[src/rtl/id_entry_shift.sv]
// BCD ID entry: three debounced buttons shift digits into a 16-nibble register.
// Clear beats back beats enter when events coincide.

module id_entry_debounce #(
  parameter logic [27:0] DB = 28'd1_000_000
) (
  input  logic i_clk,
  input  logic i_rst,
  input  logic i_sync,
  output logic o_event
);
  typedef enum logic [1:0] {RELEASED, PRESS_WAIT, PRESSED, RELEASE_WAIT} state_t;

  state_t      r_state, w_next;
  logic [27:0] r_cnt;
  logic        w_hit;

  assign w_hit = (r_cnt == DB - 28'd1);

  always_comb begin
    w_next  = r_state;
    o_event = 1'b0;
    case (r_state)
      RELEASED:     if (i_sync) w_next = PRESS_WAIT;
      PRESS_WAIT:   if (!i_sync) w_next = RELEASED;
                    else if (w_hit) begin
                      w_next  = PRESSED;
                      o_event = 1'b1;
                    end
      PRESSED:      if (!i_sync) w_next = RELEASE_WAIT;
      RELEASE_WAIT: if (i_sync) w_next = PRESSED;
                    else if (w_hit) w_next = RELEASED;
      default:      w_next = RELEASED;
    endcase
  end

  // Counter only runs while waiting for stability; any state change restarts it.
  always_ff @(posedge i_clk) begin
    if (i_rst) begin
      r_state <= RELEASED;
      r_cnt   <= '0;
    end else begin
      r_state <= w_next;
      if (w_next != r_state)
        r_cnt <= '0;
      else if (r_state == PRESS_WAIT || r_state == RELEASE_WAIT)
        r_cnt <= r_cnt + 28'd1;
      else
        r_cnt <= '0;
    end
  end
endmodule

module id_entry_shift #(
  parameter logic [27:0] debounce_cycles = 28'd1_000_000
) (
  input  logic        sys_clk_in,
  input  logic        reset,
  input  logic [3:0]  digit_in,
  input  logic        btn_enter,
  input  logic        btn_back,
  input  logic        btn_clear,
  output logic [63:0] binary_out,
  output logic [4:0]  digit_count,
  output logic        full,
  output logic        accept_pulse,
  output logic        error_pulse
);
  localparam int NUM_BTN = 3;

  logic [NUM_BTN-1:0] w_btn_raw, r_btn_s1, r_btn_s2, w_evt;
  logic [3:0]         r_dig_s1, r_dig_s2;
  logic               w_ev_enter, w_ev_back, w_ev_clear;

  assign w_btn_raw = {btn_clear, btn_back, btn_enter};

  always_ff @(posedge sys_clk_in) begin
    if (reset) begin
      r_btn_s1 <= '0;
      r_btn_s2 <= '0;
      r_dig_s1 <= '0;
      r_dig_s2 <= '0;
    end else begin
      r_btn_s1 <= w_btn_raw;
      r_btn_s2 <= r_btn_s1;
      r_dig_s1 <= digit_in;
      r_dig_s2 <= r_dig_s1;
    end
  end

  genvar g;
  generate
    for (g = 0; g < NUM_BTN; g++) begin : g_db
      id_entry_debounce #(.DB(debounce_cycles)) u_db (
        .i_clk   (sys_clk_in),
        .i_rst   (reset),
        .i_sync  (r_btn_s2[g]),
        .o_event (w_evt[g])
      );
    end
  endgenerate

  assign w_ev_enter = w_evt[0];
  assign w_ev_back  = w_evt[1];
  assign w_ev_clear = w_evt[2];
  assign full       = (digit_count == 5'd16);

  always_ff @(posedge sys_clk_in) begin
    if (reset) begin
      binary_out   <= '0;
      digit_count  <= '0;
      accept_pulse <= 1'b0;
      error_pulse  <= 1'b0;
    end else begin
      accept_pulse <= 1'b0;
      error_pulse  <= 1'b0;
      if (w_ev_clear) begin
        binary_out   <= '0;
        digit_count  <= '0;
        accept_pulse <= 1'b1;
      end else if (w_ev_back) begin
        if (digit_count != 5'd0) begin
          binary_out   <= {4'h0, binary_out[63:4]};
          digit_count  <= digit_count - 5'd1;
          accept_pulse <= 1'b1;
        end else begin
          error_pulse  <= 1'b1;
        end
      end else if (w_ev_enter) begin
        if (r_dig_s2 <= 4'd9 && digit_count < 5'd16) begin
          binary_out   <= {binary_out[59:0], r_dig_s2};
          digit_count  <= digit_count + 5'd1;
          accept_pulse <= 1'b1;
        end else begin
          error_pulse  <= 1'b1;
        end
      end
    end
  end
endmodule

[config.mk]
export PLATFORM = sky130hd
export DESIGN_NAME = id_entry_shift
export DESIGN_NICKNAME = d
export VERILOG_FILES = /design/src/rtl/id_entry_shift.sv
export SDC_FILE = /design/constraint.sdc
export NUM_CORES = 1
export LEC_CHECK = 0
export CAP_MARGIN = 20
export CORE_AREA = 2 2 122 124
export CTS_CLUSTER_SIZE = 8
export DETAILED_ROUTE_END_ITERATION = 10
export DIE_AREA = 0 0 124 126
export GPL_TIMING_DRIVEN = 0
export HOLD_SLACK_MARGIN = 0.15
export MAX_ROUTING_LAYER = met4
export PLACE_DENSITY_LB_ADDON = 0.1
export SYNTH_ARGS = -nofsm -noshare
export SYNTH_HDL_FRONTEND = slang
export SYNTH_SLANG_ARGS = --single-unit
[constraint.sdc]
create_clock -name sys_clk_in -period 8.9 [get_ports sys_clk_in]
set_input_delay 1.78 -clock sys_clk_in [delete_from_list [all_inputs] [get_ports sys_clk_in]]
set_output_delay 1.78 -clock sys_clk_in [all_outputs]
set_load 0.005 [all_outputs]
**Yosys cells after proc, flatten, opt, wreduce, memory -nomap -nowiden**

Cells that the tools add are included.

- Add/subtract/negate cells: 5
- Order comparisons: 2
- Eq/ne operators: 17
- Mux-type cells: 47
- Bitwise operators: 3
- Reductions and logical operators: 15

Operator list:

| cell | number |
|---|---|
| $mux 64 | 4 |
| $add 28x1->28 const B | 3 |
| $eq 28x20->1 const B | 3 |
| $mux 2 | 18 |
| $pmux 2 s4 | 3 |
| $mux 5 | 4 |
| $mux 1 | 18 |
| $eq 2x2->1 const B | 6 |
| $reduce_or 3->1 | 3 |
| $eq 2x1->1 const B | 3 |
| $logic_not 2->1 | 3 |
| $ne 2x2->1 | 3 |
| $add 5x1->5 const B | 1 |
| $eq 5x5->1 const B | 1 |
| $lt 5x5->1 const B | 1 |
| $reduce_bool 5->1 | 1 |
| $sub 5x1->5 const B | 1 |
| $le 4x4->1 const B | 1 |
| $reduce_bool 2->1 | 2 |
| $logic_or 1x1->1 | 3 |
| $not 1->1 | 3 |
| $reduce_and 3->1 | 1 |
| $ne 2x2->1 const B | 1 |
| $reduce_or 2->1 | 1 |
| $logic_and 1x1->1 | 1 |

- Register bits after elaboration: 175
- Input port bits: 9
- Output and inout bits: 72
- Word-level logic and storage cells: 103

**Logic depth before layout (Yosys ltp)**

- Depth after elaboration: 7
- Gate-level depth with buffers: 14
- Gate-level depth less buffers: 11

**By module**

From an unflattened synthesis, not the netlist that was laid out.

- Cell total of the unflattened synthesis: 876
- Area, all modules: 8351.8 um^2

By module, submodules not included:

| module | times used | cells each | area an instance (um^2) | sequential area each (um^2) |
|---|---|---|---|---|
| id_entry_debounce | 3 | 166 | 1441.4 | 600.6 |
| id_entry_shift | 1 | 378 | 4027.6 | 1701.6 |

**Least setup slack after synthesis**

OpenSTA, ideal clock, no wires.

- Path kind: reg2reg
- Start point: reg g_db[1].u_db.r_cnt[0]
- End point: reg digit_count[4]
- Setup time: 123 ps
- Arrival time: 2786 ps
- Data required time: 8777 ps
- Slack: 5991 ps
- Cell stages (with the launch flop): 15
- Buffers on the path: 3
- Clock period less this slack: 2909 ps
- Path through: dfxtp_1 ha_1 and4bb_2 nand4_4 or2_1 clkbuf_1 buf_2 buf_2 inv_1 fa_1 a21o_1 a21o_1 nor4_1 a31oi_1 mux2i_1

- Word-level cells in the longest chain between the ends: 6
- Elaborated cells on any way between the ends: 9
- Classes of those cells: eq/ne: 2; mux: 4; reduce/logical: 3

Ends and longest elaborated chain:

| what | RTL line | text |
|---|---|---|
| from (decl) | 15 | `logic [27:0] r_cnt;` |
| from (signal assigned) | 47 | `r_cnt <= r_cnt + 28'd1;` |
| $eq 28x20->1 * | 18 | `assign w_hit = (r_cnt == DB - 28'd1);` |
| $mux 1 * | 26 | `else if (w_hit) begin` |
| $mux 1 * | 25 | `PRESS_WAIT: if (!i_sync) w_next = RELEASED;` |
| $mux 1 * | 23 | `case (r_state)` |
| $ne 2x2->1 (no line) / $reduce_bool 2->1 (equally long branches) | -- |  |
| $reduce_and 3->1 (no line) | -- |  |
| to (signal assigned) | 124 | `digit_count <= digit_count - 5'd1;` |
| to (signal assigned) | 132 | `digit_count <= digit_count + 5'd1;` |
| to (decl) | 64 | `output logic [4:0] digit_count,` |

Every way passes the cells marked *; elsewhere a longest branch is shown, timed or not.
A chain may end at the register's enable or synchronous reset.

**Worst setup path after layout**

- Start point: reg digit_count[1]
- End point: out full

- Word-level cells in the longest chain between the ends: 1

Ends and longest elaborated chain:

| what | RTL line | text |
|---|---|---|
| $eq 5x5->1 | 106 | `assign full = (digit_count == 5'd16);` |
| to (decl) | 65 | `output logic full,` |

No other way between the ends.

==> results.py <==
metrics = {
    "global_route": {
        "grt_max_degree": 17,
        "grt_pass1_wl_mm": 31.22,
        "overflow": 0,
        "grtUsageTotal_pct": 25.43,
        "antenna_found_initial": 0,
        "grt_pass1_vias": 6350,
    },
    "finish": {
        "final_common_cell": "dfxtp_1",
        "layout_common_cells": "175 x dfxtp_1, 100 x nor2_1, 79 x clkdlybuf4s50_1",
        "fin_nets": 996,
        "drive_above_1_share_pct": 12.69,
        "antenna_cells": 0,
        "area_growth_pct": 19.04,
    },
    "worst_hold_path": {
        "min_from": "r_btn_s1[2]",
        "hold_class": "register to register",
    },
    "critical_path": {
        "critPathKind": "register to output port",
        "worst_ep_arrival_time_ns": 2.03,
        "crit_chain": "nor4_1 > and2_1 > clkdlybuf4s50_1",
        "cp.required_ns": 7.12,
        "cpMaxStageDelayCell": "nor4_1",
        "critPathLaunch": "digit_count[1]",
        "path_max_fanout": 5,
        "cp_slowest_stage_delay_ns": 0.51,
        "r2r-start": "g_db[1].u_db.r_cnt[0]",
        "cp-start-kind": "register",
        "r2r_slack_ns": 5.56,
        "end_kind": "output port",
    },
    "sta": {
        "finClkSkew_ns": 0.01025,
        "finalSetupViolations": 0,
        "timing.hold.ws_ns": 0.4339,
        "final.setup.tns_ns": 0,
        "layout_worst_path_cycle_share_pct": 42.84,
        "tightest_slew_ns": 0.7166,
        "rsz0062_at_grt": "no",
        "finalMaxSlewViolations": 0,
        "hold_viol_final": 0,
        "fmax_mhz": 262.3,
        "min_period_ns": 3.812,
        "relSlewSlack_pct": 51.91,
    },
    "pwr": {
        "peakVddDrop_v": 0.0001578,
        "p_per_area_mw_per_mm2": 153.9,
        "power.leakage_nw": 3.066,
    },
    "route": {
        "dr.first_iter.drc_count": 527,
        "num_vias": 6835,
        "wirelength_mm": 18.79,
        "via_per_inst": 5.807,
        "wire_per_inst_microns": 15.97,
        "drc": 0,
        "ant_nets": 0,
        "first_pass_iters": 5,
    },
    "clock_network": {
        "cts_post_setup_buffers_inserted": 0,
        "clkTransAtPathRegs_ns": 0.07,
        "cts-resized-gates": 0,
        "tritoncts": "yes",
        "clock-sinks": 175,
        "clk_latency_ns": 0.43,
        "cts_max_level": 4,
        "cts_buffers": 17,
        "cts-root-buf": "clkbuf_16",
        "ctsHoldBuffers": 0,
        "clk_path_buf_depth": 2,
    },
    "synth": {
        "syn_inst": 882,
        "syn_nets": 898,
        "synth_top_area_cell": "dfxtp_1",
        "netlist-cell-type-count": 54,
        "syn-cell-area_sq_mm": 0.008469,
        "syn_avg_cell_area_sq_um": 9.602,
        "synth_warnings": 0,
        "synth-edff-count": 0,
        "async_flop_share_pct": 0,
        "synth_top_area_share_pct": 41.37,
        "synth_top_flop_cell": "dfxtp_1",
        "ys_seq_area_share_pct": 41.37,
        "yosys_register_bits": 175,
        "ys_top_cells_by_area": "dfxtp_1 41%, mux2i_1 7.7%, a211oi_1 6.6%",
    },
    "floorplan": {
        "die_y_microns": 126,
        "start_util_pct": 59.17,
        "io_pins": 81,
        "fp-row-count": 44,
        "die_x_microns": 124,
        "core_sq_mm": 0.01431,
        "die-area_sq_mm": 0.01562,
    },
    "place": {
        "port_buffers": 79,
        "gp_congestion": 0.8378,
        "dp_hpwl_mm": 13.11,
    },
    "status": {
        "status": "finished clean",
    },
    "flow_run": {
        "cap_violations": 0,
    },
}
[registers in the layout (all words and copies together) (netlist names)]
name               count
accept_pulse           1
binary_out            64
digit_count            5
error_pulse            1
g_db.u_db.r_cnt       84
g_db.u_db.r_state      6
r_btn_s1               3
r_btn_s2               3
r_dig_s1               4
r_dig_s2               4
[where the power goes]
group / internal [W] / switching [W]
combinational: 0.00000749 / 0.0000112
sequential: 0.000786 / 0.00000155
clock: 0.000431 / 0.000314
total: 0.00122 / 0.000326
[path summary, 6_finish.rpt]
check	cells past startpoint	end
worst max-delay path	3	full
worst min-delay path	1	r_btn_s2[2]
worst max register to register	14	digit_count[4]
worst min register to register	1	r_btn_s2[2]
[routing by layer]
| metal | vias to the layer above | wire (microns) | part of all wire, % | track usage [%] |
|---|---|---|---|---|
| li1 | 3423 | - | - | - |
| met1 | 3259 | 9034 | 48 | 34.98 |
| met2 | 129 | 8752 | 47 | 38.33 |
| met5 | - | 0 | 0 | - |
| met3 | 24 | 730 | 3.9 | 4.393 |
| met4 | 0 | 275 | 1.5 | 7.733 |
[critical path: cells and delay by family, from the launching register on]
family	cells	cell delay, ns
flip-flops	1	0.39
AND/OR/NAND/NOR	2	0.72
buffers and inverters	1	0.50
[stage by stage]
step                      cells  setup slack (ns)  cell area (sq um)  utilization [%]  power [W]
after floorplan             882             5.991               8469                -  0.0008176
after global placement     1145             5.549               9490            66.30  0.0008240
after detailed placement   1145             5.561               9490            66.30  0.0008244
after CTS                  1177             5.092              10080            70.44   0.001560
after global routing       1177             4.995              10080            70.44   0.001593
final                      1177             5.088              10080            70.44   0.001551
[cell families after synthesis]
group	share of synthesized area [%]
AOI/OAI and AO/OA	16.12
xor gates and xnor gates	8.273
adders and majority gates	1.123
buffers and inverters	5.289
DFF	41.37
muxes	7.682
and+or+nand+nor	20.15
[cells in the mapped netlist, drive strengths merged, types with 2 or more instances]
| cell | number |
|---|---|
| a211oi | 120 |
| a21o | 4 |
| a21oi | 14 |
| a31oi | 2 |
| and2 | 4 |
| and3 | 8 |
| and3b | 3 |
| and4 | 12 |
| and4bb | 2 |
| buf | 35 |
| clkbuf | 32 |
| dfxtp | 175 |
| ha | 6 |
| inv | 18 |
| mux2i | 65 |
| nand2 | 26 |
| nand2b | 2 |
| nand3 | 42 |
| nand3b | 3 |
| nand4 | 20 |
| nor2 | 101 |
| nor2b | 16 |
| nor3 | 29 |
| nor4 | 27 |
| o21ai | 9 |
| o31a | 4 |
| o31ai | 2 |
| or2 | 2 |
| or3 | 5 |
| or3b | 2 |
| or4 | 4 |
| xnor2 | 61 |
| xor2 | 19 |
[layout make-up]
cell class | instances | area [sq um]
multi-input cells | 622 | 4518
fillers | 1154 | 4232
flip-flops and latches | 175 | 3503
repair buffers | 79 | 790.8
clock buffers | 21 | 460.4
plain buffers | 67 | 380.4
well taps | 184 | 230.2
clock inverters | 11 | 131.4
inverters | 18 | 67.56
Note: power is estimated with default switching activity, not from simulation.
